`src/rtl/if_fetch_unit_if.sv`:
```
// Instruction-memory request/ack bus between the fetch stage and instruction memory.
// The fetch unit drives the request side (master); the memory answers with ack/data (slave).
interface if_fetch_unit_if #(
    parameter int NBits = 32
);
    logic             IMem_Req;
    logic [NBits-1:0] IMem_Addr;
    logic             IMem_Ack;
    logic [NBits-1:0] IMem_Data;

    modport master (
        output IMem_Req,
        output IMem_Addr,
        input  IMem_Ack,
        input  IMem_Data
    );

    modport slave (
        input  IMem_Req,
        input  IMem_Addr,
        output IMem_Ack,
        output IMem_Data
    );
endinterface

```
`src/rtl/if_fetch_unit.sv`:
```
// Instruction-fetch stage. Owns the PC, runs the request/ack handshake with instruction
// memory and presents PC, PC+4 and the fetched instruction to the IF/ID register.
// A word that arrives while IF/ID is stalled is parked in hold_buf; a request that is
// still in flight when a redirect lands is allowed to finish and its data thrown away.
module if_fetch_unit #(
    parameter int               NBits    = 32,
    parameter logic [NBits-1:0] RESET_PC = 32'h0040_0000
) (
    input  logic                clk,
    input  logic                reset,
    input  logic                Stall,
    input  logic                Redirect_Valid,
    input  logic [NBits-1:0]    Redirect_PC,
    if_fetch_unit_if.master     imem,
    output logic [NBits-1:0]    out_PC,
    output logic [NBits-1:0]    out_PC_4,
    output logic [NBits-1:0]    out_Instruction,
    output logic                out_IFID_Write,
    output logic                out_IFID_Flush
);

    // FETCH: request outstanding at PC. HOLD: word parked while IF/ID stalls.
    // DROP: request outstanding at a stale address; its data will be discarded.
    typedef enum logic [1:0] {
        FETCH = 2'd0,
        HOLD  = 2'd1,
        DROP  = 2'd2
    } state_t;

    state_t           state, state_next;
    logic [NBits-1:0] pc, pc_next;
    logic [NBits-1:0] req_addr, req_addr_next;
    logic [NBits-1:0] hold_buf, hold_next;
    logic [NBits-1:0] pc_inc;
    logic [NBits-1:0] target;
    logic             req_raw;
    logic             write_raw;
    logic [NBits-1:0] instr_raw;

    // Next-state, next-register values and unmasked outputs for the fetch FSM.
    always_comb begin
        // NOTE: every signal written here gets a default first, so no path leaves one
        // unassigned and no latch is inferred.
        state_next    = state;
        pc_next       = pc;
        req_addr_next = req_addr;
        hold_next     = hold_buf;
        req_raw       = 1'b0;
        write_raw     = 1'b0;
        instr_raw     = '0;
        pc_inc        = pc + NBits'(4);
        target        = Redirect_PC & ~NBits'(3);

        unique case (state)
            FETCH: begin
                req_raw   = 1'b1;
                instr_raw = imem.IMem_Data;
                if (Redirect_Valid) begin
                    pc_next = target;
                    if (imem.IMem_Ack) begin
                        req_addr_next = target;
                    end else begin
                        state_next = DROP;
                    end
                end else if (imem.IMem_Ack) begin
                    if (Stall) begin
                        hold_next  = imem.IMem_Data;
                        state_next = HOLD;
                    end else begin
                        write_raw     = 1'b1;
                        pc_next       = pc_inc;
                        req_addr_next = pc_inc;
                    end
                end
            end
            HOLD: begin
                instr_raw = hold_buf;
                if (Redirect_Valid) begin
                    pc_next       = target;
                    req_addr_next = target;
                    state_next    = FETCH;
                end else if (!Stall) begin
                    write_raw     = 1'b1;
                    pc_next       = pc_inc;
                    req_addr_next = pc_inc;
                    state_next    = FETCH;
                end
            end
            DROP: begin
                req_raw = 1'b1;
                if (Redirect_Valid) begin
                    pc_next = target;
                end else if (imem.IMem_Ack) begin
                    req_addr_next = pc;
                    state_next    = FETCH;
                end
            end
            default: begin
                state_next = FETCH;
            end
        endcase
    end

    // State and datapath registers; asynchronous reset returns to a fresh fetch at RESET_PC.
    always_ff @(posedge clk or negedge reset) begin
        if (!reset) begin
            state    <= FETCH;
            pc       <= RESET_PC;
            req_addr <= RESET_PC;
            hold_buf <= '0;
        end else begin
            // NOTE: non-blocking assignments so every register samples pre-edge values.
            state    <= state_next;
            pc       <= pc_next;
            req_addr <= req_addr_next;
            hold_buf <= hold_next;
        end
    end

    // NOTE: outputs are gated directly by reset so the request drops the moment reset is
    // asserted, not at the next edge.
    assign imem.IMem_Req   = reset & req_raw;
    assign imem.IMem_Addr  = reset ? req_addr : '0;
    assign out_PC          = reset ? pc : '0;
    assign out_PC_4        = reset ? pc_inc : '0;
    assign out_Instruction = reset ? instr_raw : '0;
    assign out_IFID_Write  = reset & write_raw;
    assign out_IFID_Flush  = reset & Redirect_Valid;

endmodule

```
`src/flat_wrapper.sv`:
```
// flat-port wrapper written by rule: the top's interface ports become plain ports
module if_fetch_unit_flat 
#(
    parameter int               NBits    = 32,
    parameter logic [NBits-1:0] RESET_PC = 32'h0040_0000
)
  (clk, reset, Stall, Redirect_Valid, Redirect_PC, out_PC, out_PC_4, out_Instruction, out_IFID_Write, out_IFID_Flush, imem_IMem_Req, imem_IMem_Addr, imem_IMem_Ack, imem_IMem_Data);
  if_fetch_unit_if #(.NBits(NBits)) imem_i ();
  input  logic clk;
  input  logic reset;
  input  logic Stall;
  input  logic Redirect_Valid;
  input  logic [NBits-1:0] Redirect_PC;
  output logic [NBits-1:0] out_PC;
  output logic [NBits-1:0] out_PC_4;
  output logic [NBits-1:0] out_Instruction;
  output logic out_IFID_Write;
  output logic out_IFID_Flush;
  output wire logic [$bits(imem_i.IMem_Req)-1:0] imem_IMem_Req;
  output wire logic [$bits(imem_i.IMem_Addr)-1:0] imem_IMem_Addr;
  input wire logic [$bits(imem_i.IMem_Ack)-1:0] imem_IMem_Ack;
  input wire logic [$bits(imem_i.IMem_Data)-1:0] imem_IMem_Data;
  assign imem_IMem_Req = imem_i.IMem_Req;
  assign imem_IMem_Addr = imem_i.IMem_Addr;
  assign imem_i.IMem_Ack = imem_IMem_Ack;
  assign imem_i.IMem_Data = imem_IMem_Data;
  if_fetch_unit #(.NBits(NBits), .RESET_PC(RESET_PC)) u_core (.clk(clk), .reset(reset), .Stall(Stall), .Redirect_Valid(Redirect_Valid), .Redirect_PC(Redirect_PC), .imem(imem_i), .out_PC(out_PC), .out_PC_4(out_PC_4), .out_Instruction(out_Instruction), .out_IFID_Write(out_IFID_Write), .out_IFID_Flush(out_IFID_Flush));
endmodule
```
`config.mk`:
```
export PLATFORM = sky130hd
export DESIGN_NAME = if_fetch_unit_flat
export DESIGN_NICKNAME = d
export VERILOG_FILES = /design/src/rtl/if_fetch_unit_if.sv /design/src/rtl/if_fetch_unit.sv /design/src/flat_wrapper.sv
export SDC_FILE = /design/constraint.sdc
export NUM_CORES = 1
export LEC_CHECK = 0
export ABC_AREA = 1
export BUFFER_PORTS_ARGS = -buffer_cell sky130_fd_sc_hd__buf_2
export CAP_MARGIN = 20
export CORE_MARGIN = 8
export CORE_UTILIZATION = 40
export DETAILED_ROUTE_END_ITERATION = 10
export PLACE_DENSITY = 0.71
export RECOVER_POWER = 50
export SLEW_MARGIN = 20
export SYNTH_ARGS = -nofsm -noshare
export SYNTH_HDL_FRONTEND = slang
export SYNTH_SLANG_ARGS = --single-unit
```
`constraint.sdc`:
```
create_clock -name clk -period 2.8 [get_ports clk]
set_input_delay 0.28 -clock clk [delete_from_list [all_inputs] [get_ports clk]]
set_output_delay 0.28 -clock clk [all_outputs]
set_load 0.05 [all_outputs]
```
Word level (Yosys, flattened, before mapping):

Index checks and enable logic that the tools add are counted.

* flip-flop bits (word level): 98
* input port bits: 69
* logic and storage cells: 60

* add/sub/neg operators: 1
* equal/unequal tests: 10
* multiplexer cells: 34
* bitwise logic cells: 4
* reduce and logical (&&, ||, !) cells: 7

Operators by type and width (number)
* 32-bit 2-to-1 mux: 16
* 32-bit case mux with 3 select lines: 2
* 32-bit case mux with 2 select lines: 1
* 32-bit by 3-bit adder with 32-bit output, second input constant: 1
* 2-bit 2-to-1 mux: 8
* 3-bit != test, second input constant: 4
* 2-bit != test, second input constant: 4
* 4-bit AND reduction: 2
* 2-bit case mux with 3 select lines: 1
* 6-bit AND reduction: 1
* 1-bit 2-to-1 mux: 5
* 1-bit bitwise AND: 3
* 3-bit AND reduction: 1
* 3-bit nonzero test: 1
* 2-bit by 1-bit == test with 1-bit output, second input constant: 1
* 2-bit == test, second input constant: 1
* 2-bit logical NOT: 1
* 1-bit case mux with 2 select lines: 1
* 2-bit OR reduction: 1
* 1-bit inverter: 1

Logic depth before layout (Yosys ltp):

* word-level depth: 5
* mapped depth: 10
* gate-level depth less buffers: 10

Worst setup path before layout:

OpenSTA, ideal clock, no wires.

* path type: register to output
* start point: reg u_core.pc[2]
* end point: out out_PC_4[28]
* arrival time: 1973 ps
* path slack: 547 ps
* stages on the path, launching flop included: 8
* path buffers: 0
* cells stage by stage: dfrtp_1 > ha_1 > nand2_1 > nor2_2 > nand2_2 > nor2_4 > nand3_1 > a21oi_1

* word-level cells in the longest chain between the ends: 2

Ends and longest elaborated chain
* start, declared: RTL line if_fetch_unit.sv:31 `logic [NBits-1:0] pc, pc_next;`
* start signal, assigned: RTL line if_fetch_unit.sv:114 `pc <= pc_next;`
* 32-bit by 3-bit adder with 32-bit output: RTL line if_fetch_unit.sv:51 `pc_inc = pc + NBits'(4);`
* 32-bit 2-to-1 mux: RTL line if_fetch_unit.sv:125 `assign out_PC_4 = reset ? pc_inc : '0;`
* end, declared: RTL line flat_wrapper.sv:15 `output logic [NBits-1:0] out_PC_4;`

Every way passes these cells.

Worst setup path in the final report:

* start point: reg u_core.pc[2]
* end point: out out_PC_4[16]

Same word-level chain as after synthesis.

==> results_dict.tcl <==
set metrics [dict create \
    status "complete, no violations" \
    ys_ff_latch 95 \
    ys_async_sr_fraction_pct 100 \
    clkTransAtPathRegs_ns 0.07 \
    crit_arrival_ns 2.40 \
    finalSetupViolCount 0 \
    finalClockSkew_ns 0.00570 \
    finalWorstSetupSlack_ns 0.122 \
    area_growth_pct 21.0 \
    synth_cells 940 \
    grt_pass1_vias 6450 \
    reg2regPathDepth 9 \
    clock_path_buffers 2 \
    vdd_drop_max_v 0.000452 \
    cts_tree "yes" \
    crit_type "reg2out" \
    gp_congestion 0.877 \
    cp_data_required_time_ns 2.52 \
    drv_cap 0 \
    fmaxAchievable_ghz 0.373 \
    dieArea_sq_um 20600 \
    numCtsBuffers 9 \
    grt_overflow 0 \
    coreArea_sq_um 15900 \
    antenna_cells 0 \
    antenna_found_initial 0 \
    rr_startpoint "u_core.state[1]" \
    maxSlewHeadroom_pct 20.2 \
    wl_mm 19.9 \
    synth_cell_types 40 \
    cts_htree_levels 3 \
    clkLatencyLatePin_ns 0.35 \
    grt_usage_pct 19.7 \
    grt_pass1_wl_mm 32.4 \
    r2r_end "u_core.req_addr[10]" \
    die_w_um 143 \
    worstPathMaxFanout 5 \
    io_buffers 193 \
    nets 1175 \
    ys_warn_count 0 \
    layout_min_cycle_time_ns 2.68 \
    regArea_sq_um 2380 \
    p_leak_uw 0.00431 \
    rows 46 \
    worstMarginPinSlew_ns 1.20 \
    finalPower_uw 9630 \
    min-delay-path-class "in2reg" \
    fillers 1670 \
    clock-root-buffer "clkbuf_16" \
    fin_area_sq_um 7850 \
    cp-start-kind "flop" \
    final_hold_viol_count 0 \
    vias 6650 \
    r2r_slack_ns 0.24 \
    syn_area_per_cell_sq_um 6.90 \
    grt_max_degree 49 \
    post_cts_buffers 0 \
    viasPerCell 5.02 \
    first_iter_violations 503 \
    synth-edff-count 0 \
    hpwl_mm 14.6 \
    slew_violations 0 \
    drtAntennaViolNets 0 \
    drive_gt1_share_pct 25.0 \
    worst_setup_path_end_kind "primary output" \
    cts_sinks 95 \
    initial_core_util_pct 40.8 \
    drcViolationCount 0 \
    wl_per_cell_um 15.0 \
    fp.dieH_um 143 \
    period_share_pct 95.6 \
    yosys_most_used_dff "dfrtp_1" \
    fin_tns_setup_ns 0 \
    ys_seq_area_share_pct 36.7 \
    power_density_nw_per_um2 1230 \
    place_area_sq_um 7550 \
    startpoint "u_core.pc[2]" \
    multiInputGateArea_sq_um 3270 \
    num_io_pins 200 \
    first_pass_iters 5 \
    crit_end "out_PC_4[16]" \
    syn_area_sq_um 6490 \
    dp_slack_ns 0.413 \
]
[what timing repair did]
action	in CTS	in global routing
hold buffers	1	0
endpoints found under the setup margin	0	7
resized for setup	0	5
hold endpoints to repair	10	0
[stage by stage]
stage | hold WS (ns) | util (%) | std cells
after floorplan | -0.0156 | - | 943
after global placement | 0.126 | 47.5 | 1309
after detailed placement | 0.127 | 47.5 | 1309
after CTS | 0.161 | 49.7 | 1326
after global routing | 0.166 | 49.4 | 1326
final | 0.177 | 49.4 | 1326
[synthesized netlist by cell type, drive strengths merged, types with 6 or more instances]
cell	count	area, sq um
mux2	32	360
clkbuf	21	80.1
o21bai	6	45.0
dfrtp	93	2330
a22oi	9	67.6
nand2	248	938
nand3	35	180
buf	34	220
nor2	106	470
o21ai	43	223
inv	135	514
a21oi	151	823
[metal layers]
layer	up-vias	part of all wire, %	track usage, %
li1	3319	-	-
met4	0	2.5	8.02
met5	-	0	0
met3	36	11	7.10
met1	3027	42	24.2
met2	268	45	30.9
[logic make-up (layout without fill, tap and decap cells)]
kind of cell / count (synthesis) / after routing / share of synthesized area, %
buffers and inverters: 190 / 357 / 12.6
multiplexers: 32 / 32 / 5.55
other: 1 / 4 / 0.0578
flip-flops: 95 / 95 / 36.7
AND/OR/NAND/NOR: 395 / 395 / 25.1
XOR/XNOR: 6 / 6 / 0.810
AO/OA/AOI/OAI: 220 / 220 / 19.1
adder cells (fa/ha/maj): 1 / 1 / 0.193
[power by group]
group / internal [uW] / switching (uW)
clock network: 877 / 566
logic: 1530 / 3960
registers: 2070 / 632
[registers in the layout (all words and copies together) (netlist names)]
signal and flops:
u_core.hold_buf 32, u_core.req_addr 31, u_core.pc 30, u_core.state 2
[critical path, stage by stage (launching register included)]
cell and delay, ns:
dfrtp_1 0.43, ha_1 0.24, nand2_1 0.12, nor2_4 0.18, nand2_1 0.09, nor2_1 0.27, nand2_1 0.12, a21oi_1 0.28
buf_2 0.33
[placed cells by master (no fill, tap or decap), drive strengths merged, types with 2 or more instances in the layout]
| master | Yosys | layout |
|---|---|---|
| clkbuf | 21 | 22 |
| nand3b | 2 | 2 |
| nand3 | 35 | 35 |
| o21bai | 6 | 6 |
| nand2 | 248 | 248 |
| a21oi | 151 | 151 |
| conb | 1 | 4 |
| buf | 34 | 192 |
| inv | 135 | 136 |
| dfrtp | 93 | 93 |
| bufinv | 0 | 3 |
| nor2 | 106 | 106 |
| mux2 | 32 | 32 |
| and2 | 2 | 2 |
| a31oi | 5 | 5 |
| a22oi | 9 | 9 |
| o211ai | 4 | 4 |
| dfstp | 2 | 2 |
| clkinv | 0 | 2 |
| xor2 | 5 | 5 |
| o21ai | 43 | 43 |
[area by class of cell]
class | count | area share (%)
clock inverters | 7 | 1.53
clock buffers | 9 | 2.87
multi-input cells | 658 | 41.7
inverters | 135 | 6.55
flip-flops and latches | 95 | 30.3
repair buffers | 206 | 13.6
well taps | 216 | 3.44
[worst min path at each step]
stage | startpoint | to | slack, ns | depth (start not counted)
after CTS | imem_IMem_Data[20] | u_core.hold_buf[20] | 0.16 | 2
final | imem_IMem_Data[20] | u_core.hold_buf[20] | 0.18 | 2
after global placement | reset | u_core.req_addr[12] | 0.13 | 1
after detailed placement | reset | u_core.req_addr[12] | 0.13 | 1
after global routing | imem_IMem_Data[10] | u_core.hold_buf[10] | 0.17 | 2
after floorplan | reset | u_core.hold_buf[0] | -0.02 | 0
Power figures use the tool's default switching activity.
